<file path="src/rtl/cv32e40px_pkg.sv">
// Shared package for the cv32e40px block slice.
// Holds the state type for the index collector. Widths derive from LEN inside
// each module, so no width constants are kept here.
package cv32e40px_pkg;

  // ACCUM: gathering index beats. HOLD: finished mask offered downstream.
  typedef enum logic [0:0] {
    IC_ACCUM = 1'b0,
    IC_HOLD  = 1'b1
  } idx_collect_state_e;

endpackage

</file>
<file path="src/rtl/cv32e40px_onehot_dec.sv">
// Combinational index-to-one-hot decoder.
// Ports:
//   in_i     [IW-1:0]  bit index
//   onehot_o [LEN-1:0] one-hot decode of in_i (all zero when out of range)
//   oor_o              in_i >= LEN (only reachable when LEN is not a power of two)
module cv32e40px_onehot_dec #(
  parameter int unsigned LEN = 32,
  parameter int unsigned IW  = $clog2(LEN)
) (
  input  logic [IW-1:0]  in_i,
  output logic [LEN-1:0] onehot_o,
  output logic           oor_o
);

  for (genvar i = 0; i < LEN; i++) begin : g_bit
    assign onehot_o[i] = (in_i == IW'(i));
  end

  // No bit matched means the index lies past the top of the mask.
  assign oor_o = ~|onehot_o;

endmodule

</file>
<file path="src/rtl/cv32e40px_idx_collect.sv">
// Streaming index-to-mask collector.
// Index beats arriving on a valid/ready handshake are decoded to one-hot and
// ORed into a LEN-bit mask. The beat flagged last closes the mask, which is then
// offered with its population count and duplicate / out-of-range flags on an
// output valid/ready handshake.
// Ports:
//   clk, rst        clock (rising edge), asynchronous active-high reset
//   clear_i         synchronous abort of the partial or pending mask
//   idx_valid_i / idx_ready_o / idx_i / idx_last_i   index input stream
//   mask_valid_o / mask_ready_i                      mask output handshake
//   mask_o, count_o, empty_o, dup_o, oor_o           mask and its attributes
module cv32e40px_idx_collect
  import cv32e40px_pkg::*;
#(
  parameter int unsigned LEN = 32,
  parameter int unsigned IW  = $clog2(LEN),
  parameter int unsigned CW  = $clog2(LEN + 1)
) (
  input  logic           clk,
  input  logic           rst,
  input  logic           clear_i,
  input  logic           idx_valid_i,
  output logic           idx_ready_o,
  input  logic [IW-1:0]  idx_i,
  input  logic           idx_last_i,
  output logic           mask_valid_o,
  input  logic           mask_ready_i,
  output logic [LEN-1:0] mask_o,
  output logic [CW-1:0]  count_o,
  output logic           empty_o,
  output logic           dup_o,
  output logic           oor_o
);

  idx_collect_state_e state_q;
  logic [LEN-1:0]     mask_q;
  logic [CW-1:0]      count_q;
  logic               dup_q;
  logic               oor_q;

  logic [LEN-1:0]     onehot;
  logic               idx_oor;
  logic               idx_dup;

  cv32e40px_onehot_dec #(
    .LEN (LEN),
    .IW  (IW)
  ) u_dec (
    .in_i     (idx_i),
    .onehot_o (onehot),
    .oor_o    (idx_oor)
  );

  assign idx_dup = |(mask_q & onehot);

  always_ff @(posedge clk or posedge rst) begin
    if (rst) begin
      state_q <= IC_ACCUM;
      mask_q  <= '0;
      count_q <= '0;
      dup_q   <= 1'b0;
      oor_q   <= 1'b0;
    end else if (clear_i) begin
      // Any beat or handoff this cycle still completes but its content is lost.
      state_q <= IC_ACCUM;
      mask_q  <= '0;
      count_q <= '0;
      dup_q   <= 1'b0;
      oor_q   <= 1'b0;
    end else begin
      unique case (state_q)
        IC_ACCUM: begin
          if (idx_valid_i) begin
            if (idx_oor) begin
              oor_q <= 1'b1;
            end else begin
              mask_q <= mask_q | onehot;
              // Duplicates never count, so count_q tops out at LEN.
              if (idx_dup) begin
                dup_q <= 1'b1;
              end else begin
                count_q <= count_q + CW'(1);
              end
            end
            if (idx_last_i) begin
              state_q <= IC_HOLD;
            end
          end
        end
        IC_HOLD: begin
          if (mask_ready_i) begin
            state_q <= IC_ACCUM;
            mask_q  <= '0;
            count_q <= '0;
            dup_q   <= 1'b0;
            oor_q   <= 1'b0;
          end
        end
        default: state_q <= IC_ACCUM;
      endcase
    end
  end

  // Handshake outputs decode straight from the state register; no same-cycle turnaround.
  assign idx_ready_o  = (state_q == IC_ACCUM);
  assign mask_valid_o = (state_q == IC_HOLD);
  assign mask_o       = mask_q;
  assign count_o      = count_q;
  assign empty_o      = (count_q == '0);
  assign dup_o        = dup_q;
  assign oor_o        = oor_q;

endmodule
</file>
<file path="config.mk">
export PLATFORM = sky130hd
export DESIGN_NAME = cv32e40px_idx_collect
export DESIGN_NICKNAME = d
export VERILOG_FILES = /design/src/rtl/cv32e40px_pkg.sv /design/src/rtl/cv32e40px_onehot_dec.sv /design/src/rtl/cv32e40px_idx_collect.sv
export SDC_FILE = /design/constraint.sdc
export NUM_CORES = 1
export LEC_CHECK = 0
export ABC_AREA = 1
export CORE_MARGIN = 3
export CORE_UTILIZATION = 55
export CTS_BUF_LIST = sky130_fd_sc_hd__clkbuf_4 sky130_fd_sc_hd__clkbuf_8 sky130_fd_sc_hd__clkbuf_16
export DETAILED_ROUTE_END_ITERATION = 7
export DONT_BUFFER_PORTS = 1
export PLACE_DENSITY_LB_ADDON = 0.3
export SLEW_MARGIN = 40
export SYNTH_ARGS = -nofsm -noshare
export SYNTH_HDL_FRONTEND = slang
export SYNTH_SLANG_ARGS = --single-unit
</file>
<file path="constraint.sdc">
create_clock -name clk -period 1.35 [get_ports clk]
set_input_delay 0.27 -clock clk [delete_from_list [all_inputs] [get_ports clk]]
set_output_delay 0.27 -clock clk [all_outputs]
set_load 0.01 [all_outputs]
</file>
Word-level counts from Yosys, hierarchy flattened
Index checks and enable logic that the tools add are counted. Widths: inputs -> output; s select.

Input bits: 11. Register bits: 41. Output and inout bits: 43.

Equality and inequality tests: 37. Muxes and demuxes: 26. Bitwise logic cells: 3. $add $sub $neg: 1. Reduce and logical (&&, ||, !) cells: 8.

Operators by type and width (count): $mux 32 (4); $eq 5x5->1 const B (16); $pmux 32 s2 (1); $reduce_or 32->1 (2); $eq 5x4->1 const B (8); $and 32x32->32 (1); $or 32x32->32 (1); $mux 6 (5); $eq 5x3->1 const B (4); $mux 1 (12); $ne 3x3->1 const B (4); $pmux 6 s2 (1); $eq 5x2->1 const B (2); $reduce_and 4->1 (2); $add 6x1->6 const B (1); $logic_not 6->1 (1); $ne 3x2->1 const B (2); $pmux 1 s2 (3); $reduce_and 3->1 (2); $eq 5x1->1 const B (1); $logic_not 5->1 (1); $not 1->1 (1).

Longest topological paths before layout
Depth after elaboration: 8. Mapped depth: 13.

Hierarchy
A second synthesis with hierarchy kept.

Cells, all modules: 305. Area total of the unflattened synthesis: 2167.1 µm².

By module, submodules not included: cv32e40px_idx_collect (area each 1886.8 µm², instances 1, cells an instance 238, seq. area each 1026.0 µm²); cv32e40px_onehot_dec (area each 280.3 µm², instances 1, cells an instance 67, seq. area each 0.0 µm²).

Worst setup path after synthesis
No wires, ideal clock.

Kind: flip-flop to flip-flop. Start point: register state_q (netlist: mask_valid_o). End point: register mask_q[30] (netlist: mask_o[30]). Required time: 1218 ps. Period minus slack after synthesis: 1469 ps. Stages on the path, launching flop included: 8. Setup time: 132 ps. Setup slack: -119 ps. Arrival: 1337 ps. Cell sequence: dfrtp_1 inv_2 or3_1 nand2_1 inv_2 clkbuf_1 a41oi_1 nor2_1.

Cells in the longest elaborated chain, start to end: 3. Elaborated cells on any way between the ends: 7.

RTL lines: from (decl) (RTL line cv32e40px_idx_collect.sv:35) `idx_collect_state_e state_q;`; from (signal assigned) (RTL line cv32e40px_idx_collect.sv:58) `state_q <= IC_ACCUM;`; from (signal assigned) (RTL line cv32e40px_idx_collect.sv:65) `state_q <= IC_ACCUM;`; from (signal assigned) (RTL line cv32e40px_idx_collect.sv:86) `state_q <= IC_HOLD;`; $not 1->1 (*); via idx_ready_o (RTL line cv32e40px_idx_collect.sv:23) `output logic idx_ready_o,`; $ne 3x2->1 (no line) (tied with other cells); $reduce_and 3->1 (no line) / $mux 32 (equally long branches); to (signal assigned) (RTL line cv32e40px_idx_collect.sv:77) `mask_q <= mask_q | onehot;`; to (decl) (RTL line cv32e40px_idx_collect.sv:36) `logic [LEN-1:0] mask_q;`.

The timed path passes the listed nets; every way through them passes the cells marked *. A chain may end at the register's enable or synchronous reset.

Worst setup path in the final report
Start point: register mask_q[6] (netlist: mask_o[6]). End point: register count_q[2] (netlist: count_o[2]).

Cells in the longest elaborated chain, start to end: 4.

RTL lines: $and 32x32->32 (RTL line cv32e40px_idx_collect.sv:54) `assign idx_dup = |(mask_q & onehot);`; $reduce_or 32->1 (RTL line cv32e40px_idx_collect.sv:54); $ne 3x3->1 (no line); $reduce_and 4->1 (no line); to (signal assigned) (RTL line cv32e40px_idx_collect.sv:82) `count_q <= count_q + CW'(1);`; to (decl) (RTL line cv32e40px_idx_collect.sv:37) `logic [CW-1:0] count_q;`.

No other way between the ends.

==> results.json <==
{
  "num_rows": 22,
  "period_minus_slack_ps": 1715,
  "switchingPower_uw": 925.7,
  "synth_edf_count": 0,
  "die_y_um": 69.51,
  "dp.cells": 389,
  "area.growth.synth_to_final_pct": 59.11,
  "grt_pass1_vias": 2380,
  "yosysTopAreaCell": "dfrtp_1",
  "skew_ps": 9.723,
  "fin_nets": 376,
  "clock_latency_ps": 310,
  "grt_start_max_net_pins": 42,
  "startpoint_type": "flip-flop",
  "syn-num-nets": 307,
  "end_kind": "flip-flop",
  "gr-total-overflow": 0,
  "p_clk_share_pct": 36.1,
  "combPwrFrac_pct": 22.7,
  "yosys_warnings": 0,
  "worstSetupPathType": "reg2reg",
  "crit_fanout": 7,
  "hold_violations": 0,
  "worstPathRequired_ps": 1550,
  "instances_no_fill": 412,
  "post_drt_wl_per_cell_um": 25.01,
  "htree_levels": 2,
  "start_util_pct": 58.83,
  "arrival_ps": 1910,
  "io_buffer_count": 0,
  "core_area_mm2": 0.003771,
  "ant_nets": 0,
  "p_seq_share_pct": 41.2,
  "numCtsBuffers": 5,
  "synth_cell_type_count": 24,
  "grtUsageTotal_pct": 32.31,
  "cts_tree": "yes",
  "switching_share_pct": 29.88,
  "rsz0062_at_grt": "true",
  "finalSetupViolCount": 42,
  "slew_violations": 0,
  "finalInstanceArea_mm2": 0.003530,
  "avgSynthCellArea_um2": 7.546,
  "viasPerCell": 6.949,
  "drive_above_1_share_pct": 45.60,
  "wirelength_um": 10300,
  "path_clk_slew_ps": 90,
  "clock-sinks": 41,
  "drt_pass1_iterations": 6,
  "p_leak_uw": 0.001712,
  "worst_pin_slew_ps": 531.7,
  "period_share_pct": 127.0,
  "boundaryPins": 54,
  "fp.dieArea_mm2": 0.004832,
  "ys_ff_latch": 41,
  "violations": "setup timing",
  "drc": 0,
  "p_total_uw": 3098,
  "ys_async_sr_fraction_pct": 100.0,
  "dp.final_hpwl_um": 4336,
  "dpl-instance-area_mm2": 0.002728,
  "maxCapViolCount": 0,
  "max_freq_ghz": 0.5832,
  "netlist_instances": 294,
  "grt_pass1_wl_um": 12220,
  "clockBufferDepth": 2,
  "p_per_area_mw_per_mm2": 877.8,
  "die_x_um": 69.51,
  "ys_dominant_reg_cell": "dfrtp_1",
  "cts-root-buf": "clkbuf_8",
  "antenna_found_initial": 1,
  "synth_top_area_share_pct": 46.25,
  "dp_slack_ps": -231.2,
  "irDropWorstVdd_uv": 613.2,
  "setup_ws_ps": -364.6,
  "hold_class": "in2reg",
  "fin_hold_ws_ps": 103.4,
  "diodes": 0,
  "maxSlewHeadroom_pct": 64.42,
  "fillers": 117,
  "outcome": "finished, violations left",
  "synth_area_mm2": 0.002218,
  "place_congestion": 0.8769,
  "via_count": 2863,
  "ys_seq_area_share_pct": 46.25,
  "drt_iter0_drc": 403,
  "internal_power_uw": 2173,
  "yosys-top-cells-area": "dfrtp_1 (46%), nor2_1 (13%), nand2_1 (9.5%)"
}
## per-layer routing
metal	track usage [%]	up-vias	part of all wire [%]
li1	-	1123	-
met1	39.22	1332	33
met2	53.28	300	47
met3	9.130	106	13
met4	14.32	2	7.0
met5	0	-	0.13
## power by group through the flow
stage	registers (µW)	logic (µW)	clock network, µW
after floorplan	1310	234	0
final	1280	704	1120
after global placement	1300	393	0
after detailed placement	1300	402	0
after CTS	1270	559	1050
after global routing	1280	729	1140
## worst max-delay path, stage by stage, from the launching register on
cell     delay [ps]
dfrtp_1         400
nand4_1         210
nand2_1         130
nor2_1          150
nand2_1         100
nor2_2          120
nand2_2         120
nand2_4         150
nand2_8          80
nand2_1          70
nand2_1          80
## final timing paths
path	depth (start not counted)	slack, ps	end	startpoint
max	10	-360	count_o[2]	mask_o[6]
min	2	100	mask_valid_o	idx_valid_i
max reg2reg	10	-360	count_o[2]	mask_o[6]
min reg2reg	2	550	oor_o	oor_o
max in group asynchronous	3	660	mask_o[26]	rst
min in group asynchronous	3	480	mask_o[27]	rst
## layout by cell type (no fill, tap or decap), types with 2 or more instances in the layout
cell / instances
dfrtp_1: 41
a41oi_2: 7
nand2_2: 6
clkbuf_8: 6
inv_1: 5
nor2_1: 56
buf_16: 5
nand4_1: 24
inv_8: 2
nand2_4: 2
nor2_2: 17
nand3_1: 14
buf_6: 3
nor2_4: 6
buf_4: 64
a31oi_4: 5
nand2_1: 50
inv_2: 9
a21oi_4: 12
xor2_1: 2
a21oi_2: 8
buf_12: 4
nand2_8: 2
## per-stage QoR
step                TNS (ps)  util (%)
detailed placement     -1683     72.33
CTS                   -909.4     85.17
global route           -5632     93.60
floorplan              -2103         -
finish                 -4085     93.60
global placement       -1263     72.33
## layout make-up
class / count / area, µm² / area share [%]
tap: 48 / 60.06 / 1.702
clock inverter: 1 / 30.03 / 0.8508
timing repair buffer: 78 / 767.0 / 21.73
multi-input combinational: 220 / 1475 / 41.79
sequential: 41 / 1026 / 29.07
inverter: 17 / 81.33 / 2.304
clock buffer: 7 / 90.09 / 2.552
## Yosys cell counts (5+ instances only)
master,n
nor2_1,75
nand2_1,56
dfrtp_1,41
nand4_1,24
a21oi_1,21
nand3_1,15
inv_2,12
clkbuf_1,11
a41oi_1,7
a31oi_1,6
inv_1,5
## sequential cells by signal, summed over array words and instances, names as in the netlist
signal / flops
oor_o: 1
dup_o: 1
mask_valid_o: 1
count_o: 6
mask_o: 32
## cells by family after synthesis
logic type	Yosys count	share of synthesized area, %
DFF	41	46.25
AOI/OAI and AO/OA	35	9.419
buffers and inverters	33	6.204
adders and majority gates	2	1.128
xor gates and xnor gates	2	0.7898
and+or+nand+nor	181	36.21
## timing repair
item,in CTS,in global routing
buffers inserted,5,3
setup endpoints to repair,26,41
hold buffers,1,0
pin swaps,12,4
gates cloned,5,1
resized for setup,42,55
hold endpoints to repair,41,0
(Power assumes the default switching activity.)
